### src/rtl/rvfi_dmem_window_check.sv
// Byte-granular shadow of a small data-memory window, checked against every retired load on RVFI.
// Reports the first load whose data disagrees with the last store (or first captured read).
module rvfi_dmem_window_check #(
  parameter int XLEN      = 32,
  parameter int NRET      = 1,
  parameter int NWORDS    = 4,
  parameter int CAPTURE   = 1,
  parameter int CNT_W     = 16,
  parameter int ASSERT_EN = 0,
  localparam int NB = XLEN / 8,
  localparam int BW = $clog2(NB),
  localparam int WW = (NWORDS > 1) ? $clog2(NWORDS) : 1,
  localparam int CW = (NRET > 1) ? $clog2(NRET) : 1
) (
  input  logic                   clk,
  input  logic                   resetn,
  input  logic [XLEN-1:0]        dmem_base,
  input  logic [NRET-1:0]        rvfi_valid,
  input  logic [NRET-1:0]        rvfi_trap,
  input  logic [NRET*XLEN-1:0]   rvfi_mem_addr,
  input  logic [NRET*NB-1:0]     rvfi_mem_rmask,
  input  logic [NRET*NB-1:0]     rvfi_mem_wmask,
  input  logic [NRET*XLEN-1:0]   rvfi_mem_rdata,
  input  logic [NRET*XLEN-1:0]   rvfi_mem_wdata,
  output logic                   err,
  output logic [CW-1:0]          err_chan,
  output logic [WW-1:0]          err_word,
  output logic [BW-1:0]          err_byte,
  output logic [7:0]             err_expected,
  output logic [7:0]             err_actual,
  output logic [CNT_W-1:0]       check_count
);

  localparam int SW = $clog2(NRET * NB + 1);
  localparam int TW = CNT_W + SW;
  localparam logic [CNT_W-1:0] CNT_MAX = {CNT_W{1'b1}};

  logic [7:0]    shadow_q [NWORDS][NB];
  logic [7:0]    shadow_d [NWORDS][NB];
  logic [NB-1:0] valid_q  [NWORDS];
  logic [NB-1:0] valid_d  [NWORDS];

  logic [NRET-1:0] hit;
  logic [WW-1:0]   idx [NRET];

  logic            mismatch;
  logic [CW-1:0]   m_chan;
  logic [WW-1:0]   m_word;
  logic [BW-1:0]   m_byte;
  logic [7:0]      m_exp;
  logic [7:0]      m_act;
  logic [SW-1:0]   cmp_sum;
  logic [TW-1:0]   cnt_tot;
  logic [CNT_W-1:0] cnt_d;

  // Window offset wraps modulo 2^XLEN, so addresses below the base land far out of range.
  always_comb begin : decode
    logic [XLEN-1:0] word;
    hit  = '0;
    word = '0;
    for (int c = 0; c < NRET; c++) begin
      word   = (rvfi_mem_addr[c*XLEN +: XLEN] - dmem_base) >> BW;
      hit[c] = rvfi_valid[c] & ~rvfi_trap[c] & (word < XLEN'(NWORDS));
      idx[c] = word[WW-1:0];
    end
  end

  always_comb begin : update
    logic [7:0]    rb;
    logic [7:0]    wb;
    logic [WW-1:0] ix;
    shadow_d = shadow_q;
    valid_d  = valid_q;
    mismatch = 1'b0;
    m_chan   = '0;
    m_word   = '0;
    m_byte   = '0;
    m_exp    = '0;
    m_act    = '0;
    cmp_sum  = '0;
    rb       = '0;
    wb       = '0;
    ix       = '0;
    for (int c = 0; c < NRET; c++) begin
      if (hit[c]) begin
        ix = idx[c];
        for (int b = 0; b < NB; b++) begin
          rb = rvfi_mem_rdata[c*XLEN + 8*b +: 8];
          wb = rvfi_mem_wdata[c*XLEN + 8*b +: 8];
          // Read side first so an AMO compares the old value before its own write lands.
          if (rvfi_mem_rmask[c*NB + b]) begin
            if (valid_d[ix][b]) begin
              cmp_sum = cmp_sum + SW'(1);
              if (!mismatch && (shadow_d[ix][b] != rb)) begin
                mismatch = 1'b1;
                m_chan   = CW'(c);
                m_word   = ix;
                m_byte   = BW'(b);
                m_exp    = shadow_d[ix][b];
                m_act    = rb;
              end
            end else if (CAPTURE != 0) begin
              shadow_d[ix][b] = rb;
              valid_d[ix][b]  = 1'b1;
            end
          end
          if (rvfi_mem_wmask[c*NB + b]) begin
            shadow_d[ix][b] = wb;
            valid_d[ix][b]  = 1'b1;
          end
        end
      end
    end
  end

  assign cnt_tot = TW'(check_count) + TW'(cmp_sum);
  assign cnt_d   = (cnt_tot > TW'(CNT_MAX)) ? CNT_MAX : cnt_tot[CNT_W-1:0];

  always_ff @(posedge clk or negedge resetn) begin
    if (!resetn) begin
      for (int w = 0; w < NWORDS; w++) begin
        for (int b = 0; b < NB; b++) begin
          shadow_q[w][b] <= '0;
        end
        valid_q[w] <= '0;
      end
      err          <= 1'b0;
      err_chan     <= '0;
      err_word     <= '0;
      err_byte     <= '0;
      err_expected <= '0;
      err_actual   <= '0;
      check_count  <= '0;
    end else begin
      shadow_q    <= shadow_d;
      valid_q     <= valid_d;
      check_count <= cnt_d;
      if (!err && mismatch) begin
        err          <= 1'b1;
        err_chan     <= m_chan;
        err_word     <= m_word;
        err_byte     <= m_byte;
        err_expected <= m_exp;
        err_actual   <= m_act;
      end
    end
  end

  generate
    if (ASSERT_EN != 0) begin : g_assert
      always @(posedge clk) begin
        if (resetn) begin
          assert (!mismatch);
        end
      end
    end
  endgenerate

endmodule

### config.mk
export PLATFORM = sky130hd
export DESIGN_NAME = rvfi_dmem_window_check
export DESIGN_NICKNAME = d
export VERILOG_FILES = /design/src/rtl/rvfi_dmem_window_check.sv
export SDC_FILE = /design/constraint.sdc
export NUM_CORES = 1
export LEC_CHECK = 0
export ABC_AREA = 1
export CAP_MARGIN = 20
export CORE_MARGIN = 2
export CORE_UTILIZATION = 55
export DETAILED_ROUTE_END_ITERATION = 6
export PLACE_DENSITY = 0.78
export SLEW_MARGIN = 20
export SYNTH_ARGS = -nofsm -noshare
export SYNTH_HDL_FRONTEND = slang
export SYNTH_SLANG_ARGS = --single-unit
### constraint.sdc
create_clock -name clk -period 11.3 [get_ports clk]
set_input_delay 1.695 -clock clk [delete_from_list [all_inputs] [get_ports clk]]
set_output_delay 1.695 -clock clk [all_outputs]
set_load 0.005 [all_outputs]
Yosys cells after proc, flatten, opt, wreduce, memory -nomap -nowiden
Index checks and enable logic that the tools add are counted.
{"block": "classes", "n_lt_le_gt_ge": 4, "eq_ne": 4, "reduce_logical": 9, "n_mux": 164, "n_addsub": 5, "bitwise": 12}
{"operator": "$mux W128", "count": 19}
{"operator": "$bwmux W128", "count": 8}
{"operator": "$mux W16", "count": 23}
{"operator": "$bmux W32 S2", "count": 4}
{"operator": "$demux W32 S2", "count": 4}
{"operator": "$mux W8", "count": 29}
{"operator": "$or A16 B16 Y16", "count": 8}
{"operator": "$mux W32", "count": 3}
{"operator": "$mux W24", "count": 3}
{"operator": "$mux W2", "count": 23}
{"operator": "$mux W3", "count": 13}
{"operator": "$bmux W4 S2", "count": 4}
{"operator": "$demux W4 S2", "count": 4}
{"operator": "$ne A8 B8 Y1", "count": 4}
{"operator": "$sub A32 B32 Y32", "count": 1}
{"operator": "$lt A30 B3 Y1 const B", "count": 1}
{"operator": "$mux W1", "count": 24}
{"operator": "$add A16 B3 Y17", "count": 1}
{"operator": "$gt A17 B16 Y1 const B", "count": 1}
{"operator": "$mux W4", "count": 3}
{"operator": "$add A3 B1 Y3 const B", "count": 3}
{"operator": "$logic_and A1 B1 Y1", "count": 5}
{"operator": "$logic_not A1 Y1", "count": 4}
{"operator": "$ge A3 B3 Y1 const B", "count": 1}
{"operator": "4 further kinds", "count": 5}
{"block": "totals", "inputBits": 140, "elab_cells": 224, "reg_bits": 181, "out_inout_bits": 38}

Longest topological paths before layout
{"block": "depth", "word_depth": 41, "ltp_mapped": 33, "ltp_nobuf": 31}

Worst setup path before layout
No wires, ideal clock.
{"block": "synth_timing", "kind": "in2reg", "start": "input port dmem_base[2]", "end": "register check_count[14]", "cell_stages": 33, "required_ns": 11.176, "setup_ns": 0.124, "arrival_ns": 6.281, "slack_ns": 4.895, "path_buffers": 4, "cell_sequence": "inv_1 -> ha_1 -> a21oi_1 -> nand2_1 -> nand2_1 -> nand2_2 -> buf_6 -> buf_8 -> buf_6 -> nand2_1 -> nand2_1 -> nor2_4 -> clkbuf_1 -> ha_1 -> nand2_1 -> nand2_1 -> ha_1 -> nand2_1 -> o21ai_0 -> ha_1 -> nand2_1 -> xnor2_1 -> nor2_1 -> ha_1 -> a21oi_1 -> nor4_1 -> nand3_1 -> nor2_1 -> nand3_1 -> nor2_1 -> nand2_1 -> nor3_1 -> a21oi_1"}
{"block": "synth_via", "elab_chain_len": 38, "elab_cells_between_ends": 58, "classes_between": "add/sub: 5; order compare: 2; mux: 43; bitwise: 8"}
{"item": "start: declaration", "line_no": "17", "text": "input logic [XLEN-1:0] dmem_base,"}
{"item": "$sub A32 B32 Y32 *", "line_no": "62", "text": "word = (rvfi_mem_addr[c*XLEN +: XLEN] - dmem_base) >> BW;"}
{"item": "$not A2 Y3 (not written as such)", "line_no": "92, 104, 109"}
{"item": "$bmux W4 S2", "line_no": "92", "text": "if (valid_d[ix][b]) begin"}
{"item": "$mux W1 (not written as such) (2 in a row)", "line_no": "92"}
{"item": "$mux W16", "line_no": "92"}
{"item": "$mux W16", "line_no": "91", "text": "if (rvfi_mem_rmask[c*NB + b]) begin"}
{"item": "$mux W16", "line_no": "85", "text": "if (hit[c]) begin"}
{"item": "$or A16 B16 Y16 (no line)"}
{"item": "[... 21 more ...]"}
{"item": "$mux W4 (not written as such) (2 in a row)", "line_no": "92"}
{"item": "$mux W3", "line_no": "92"}
{"item": "$mux W3", "line_no": "91"}
{"item": "$mux W3 *", "line_no": "85"}
{"item": "$add A16 B3 Y17 *", "line_no": "116", "text": "assign cnt_tot = TW'(check_count) + TW'(cmp_sum);"}
{"item": "$gt A17 B16 Y1", "line_no": "117", "text": "assign cnt_d = (cnt_tot > TW'(CNT_MAX)) ? CNT_MAX : cnt_tot[CNT_W-1:0];"}
{"item": "$mux W16 *", "line_no": "117"}
{"item": "net cnt_d[14]", "line_no": "54", "text": "logic [CNT_W-1:0] cnt_d;"}
{"item": "end signal: assignment", "line_no": "137", "text": "check_count <= cnt_d;"}
{"item": "end: declaration", "line_no": "31", "text": "output logic [CNT_W-1:0] check_count"}
The timed path passes the listed nets; every way through them passes the cells marked *. The select of a mux whose other input is x is not followed.
A chain may end at the register's enable or synchronous reset.

Worst setup path after layout
{"block": "layout_timing", "start": "input port dmem_base[2]", "end": "register check_count[11]"}
Same word-level chain as after synthesis.

==> impl_metrics.toml <==
[run_status]
outcome = "finished, final reports clean"

[worst_setup_path]
worstPathRequired_ns = 11.68
crit_path_end_kind = "flop"
arrival_ns = 8.55
critical_path_class = "in2reg"
critPathLaunchType = "input pin"
crit_path_max_fanout = 43

[floorplanning]
die_x_microns = 171
pin_count = 178
core_sq_um = 27600
rows = 61
start_util = 0.556
die-area_sq_um = 29300
fp.dieH_microns = 171

[synth]
synth-edff-count = 0
syn_area_per_cell_sq_um = 6.16
ys_warn_count = 0
synthArstFlopShare = 1.00
synth_fa_ha_area_frac = 0.0306
synth.distinct_cells = 44
yosys.area_share.simple = 0.352
netlist_area_sq_um = 15400
synth_xor_xnor_area_share = 0.0108
yosysSeqAreaShare = 0.295
synth_top_family_by_area = "simple AND/OR/NAND/NOR gates"
synth_cells = 2496
synthFlopType = "dfrtp_1"
synth_seq_cells = 181
synth_compound_area_frac = 0.181
muxShareOfSynthArea = 0.000651
synth_nets = 2673

[routing]
vias = 17185
vias_per_cell = 5.71
firstDrtPassIters = 6
ant_nets = 0
wl_per_cell_microns = 17.1
drc = 0
drt_iter0_drc = 1831
wirelength_mm = 51.4

[layout]
fin_nets = 2793
final_common_cell = "nand2_1"
final_util = 0.647
final_cell_mix = "nand2_1, inv_1, nand3_1, o21ai_0, dfrtp_1"
area_growth_pct = 16.3
antenna_cells = 0
drive_gt1_frac = 0.0354
fin_area_sq_um = 17900

[cts]
insertion_delay_ns = 0.47
htree_num_levels = 4
cts-root-buf = "clkbuf_16"
cts_buffer_depth = 2
clk_pin_slew_ns = 0.07
cts_hold_buf = 0
post_cts.repair.setup_buffers = 0
cts-buffers-inserted = 17
ctsResizeCount = 0
cts_tree = "yes"
clock_sinks = 181

[sta]
rsz0062_at_grt = "false"
period_needed_ns = 8.18
setup-tns-final_ns = 0
worst_slack_ns = 3.12
fin_skew_ns = 0.0151
hold_viol = 0
slew_viol_final = 0
period_share = 0.724
fmax_ghz = 0.122
slew_headroom = 0.252
setup_viol = 0
tightest_slew_ns = 1.12

[power_and_ir_drop]
p_per_area_nw_per_um2 = 109
intPower_uw = 1240
ir_drop_uv = 123
power_leakage_uw = 0.00940
power_frac_comb = 0.313
p_sw_frac = 0.364
clock_power_share = 0.354
seqPwrFrac = 0.333
power_switching_uw = 707

[placed_design]
io_buffers = 176
gp_congestion = 0.950
place_area_sq_um = 17200
dp_slack_ns = 2.74
dp_hpwl_mm = 37.3

[global_routing]
grt_pass1_wl_mm = 82.2
antenna_found_initial = 2
grt.overflow.total = 0
grtUsageTotal = 0.355
grt_max_degree = 106
first_global_vias = 16245

[worst_hold_path]
hp-class = "reg2reg"

[flow_run]
drv_cap = 0
cells in the mapped netlist (32+ instances only):
library cell | instances | area, sq um
dfrtp_1 | 181 | 4530
a21oi_1 | 99 | 495
o22ai_1 | 64 | 400
o21ai_0 | 203 | 1020
nand3_1 | 222 | 1110
clkbuf_1 | 44 | 165
nand2_1 | 800 | 3000
nor2_1 | 154 | 578
inv_1 | 393 | 1480
o21ai_1 | 32 | 160
a22oi_1 | 52 | 390
ha_1 | 36 | 450
final cells by class:
cell class,instances,area [sq um]
clock buffers,18,439
clock inverters,14,221
multi-input cells,1829,8860
inverters,404,1520
repair buffers,183,1840
well taps,378,473
flip-flops and latches,181,4530
fillers,2716,9750
through the flow:
step                cells  total power, uW  hold WS, ns
global route         3007             2030        0.471
detailed placement   2974             1250        0.442
floorplan            2496             1060        0.421
CTS                  3006             1930        0.458
finish               3007             1940        0.472
global placement     2974             1240        0.433
worst max-delay path, stage by stage:
cell and delay (ns):
clkdlybuf4s50_1 0.45, inv_1 0.04, ha_1 0.38, inv_1 0.16, nand3_2 0.42, nand2_2 1.02
nor2_4 0.18, a22oi_1 0.26, nand2_1 0.12, nor2_4 0.36, ha_1 0.32, nand2_1 0.06
nand2_1 0.10, ha_1 0.28, nand2_1 0.05, o21ai_0 0.12, ha_1 0.19, nand2_1 0.06
xnor2_1 0.20, nor2_1 0.10, ha_1 0.35, a21oi_1 0.11, nor4_1 0.47, nand3_1 0.16
nor2_1 0.26, nand3_1 0.43, o21ai_0 0.20
layer usage:
layer	share of wire	vias up	global-route usage	wire length [microns]
met4	0.043	4	0.176	2230
met3	0.078	151	0.0523	3990
met5	0.00060	-	0	31
met1	0.42	7873	0.459	21400
li1	-	8303	-	-
met2	0.46	854	0.582	23800
sequential cells by signal, indices dropped and copies added (netlist names):
name and cells:
valid_q 16, err 1, err_expected 8, err_byte 2, check_count 16, shadow_q 128, err_word 2, err_actual 8
final timing paths:
kind / slack, ns / depth (start not counted) / to / start
worst max-delay path: 3.12 / 27 / check_count[11]$_DFF_PN0_ / dmem_base[2]
worst min-delay path: 0.47 / 1 / valid_q[3]$_DFFE_PN0P_ / valid_q[3]$_DFFE_PN0P_
worst max register to register: 6.63 / 23 / check_count[11]$_DFF_PN0_ / valid_q[8]$_DFFE_PN0P_
worst min register to register: 0.47 / 1 / valid_q[3]$_DFFE_PN0P_ / valid_q[3]$_DFFE_PN0P_
max in group asynchronous: 8.60 / 2 / shadow_q[38]$_DFFE_PN0P_ / resetn
min in group asynchronous: 1.36 / 1 / shadow_q[80]$_DFFE_PN0P_ / resetn
power by group through the flow:
stage                     sequential, uW  combinational [uW]  clock [uW]
after floorplan                      660                 396           0
after global placement               660                 580           0
after detailed placement             660                 587           0
after CTS                            647                 591         691
after global routing                 647                 670         717
final                                647                 607         688
logic make-up after synthesis:
logic type	after synthesis
buffers and inverters	486
muxes	1
and+or+nand+nor	1278
adders and majority gates	37
other	1
DFF	181
xor gates and xnor gates	19
AOI/OAI and AO/OA	493
(Power assumes the default switching activity.)
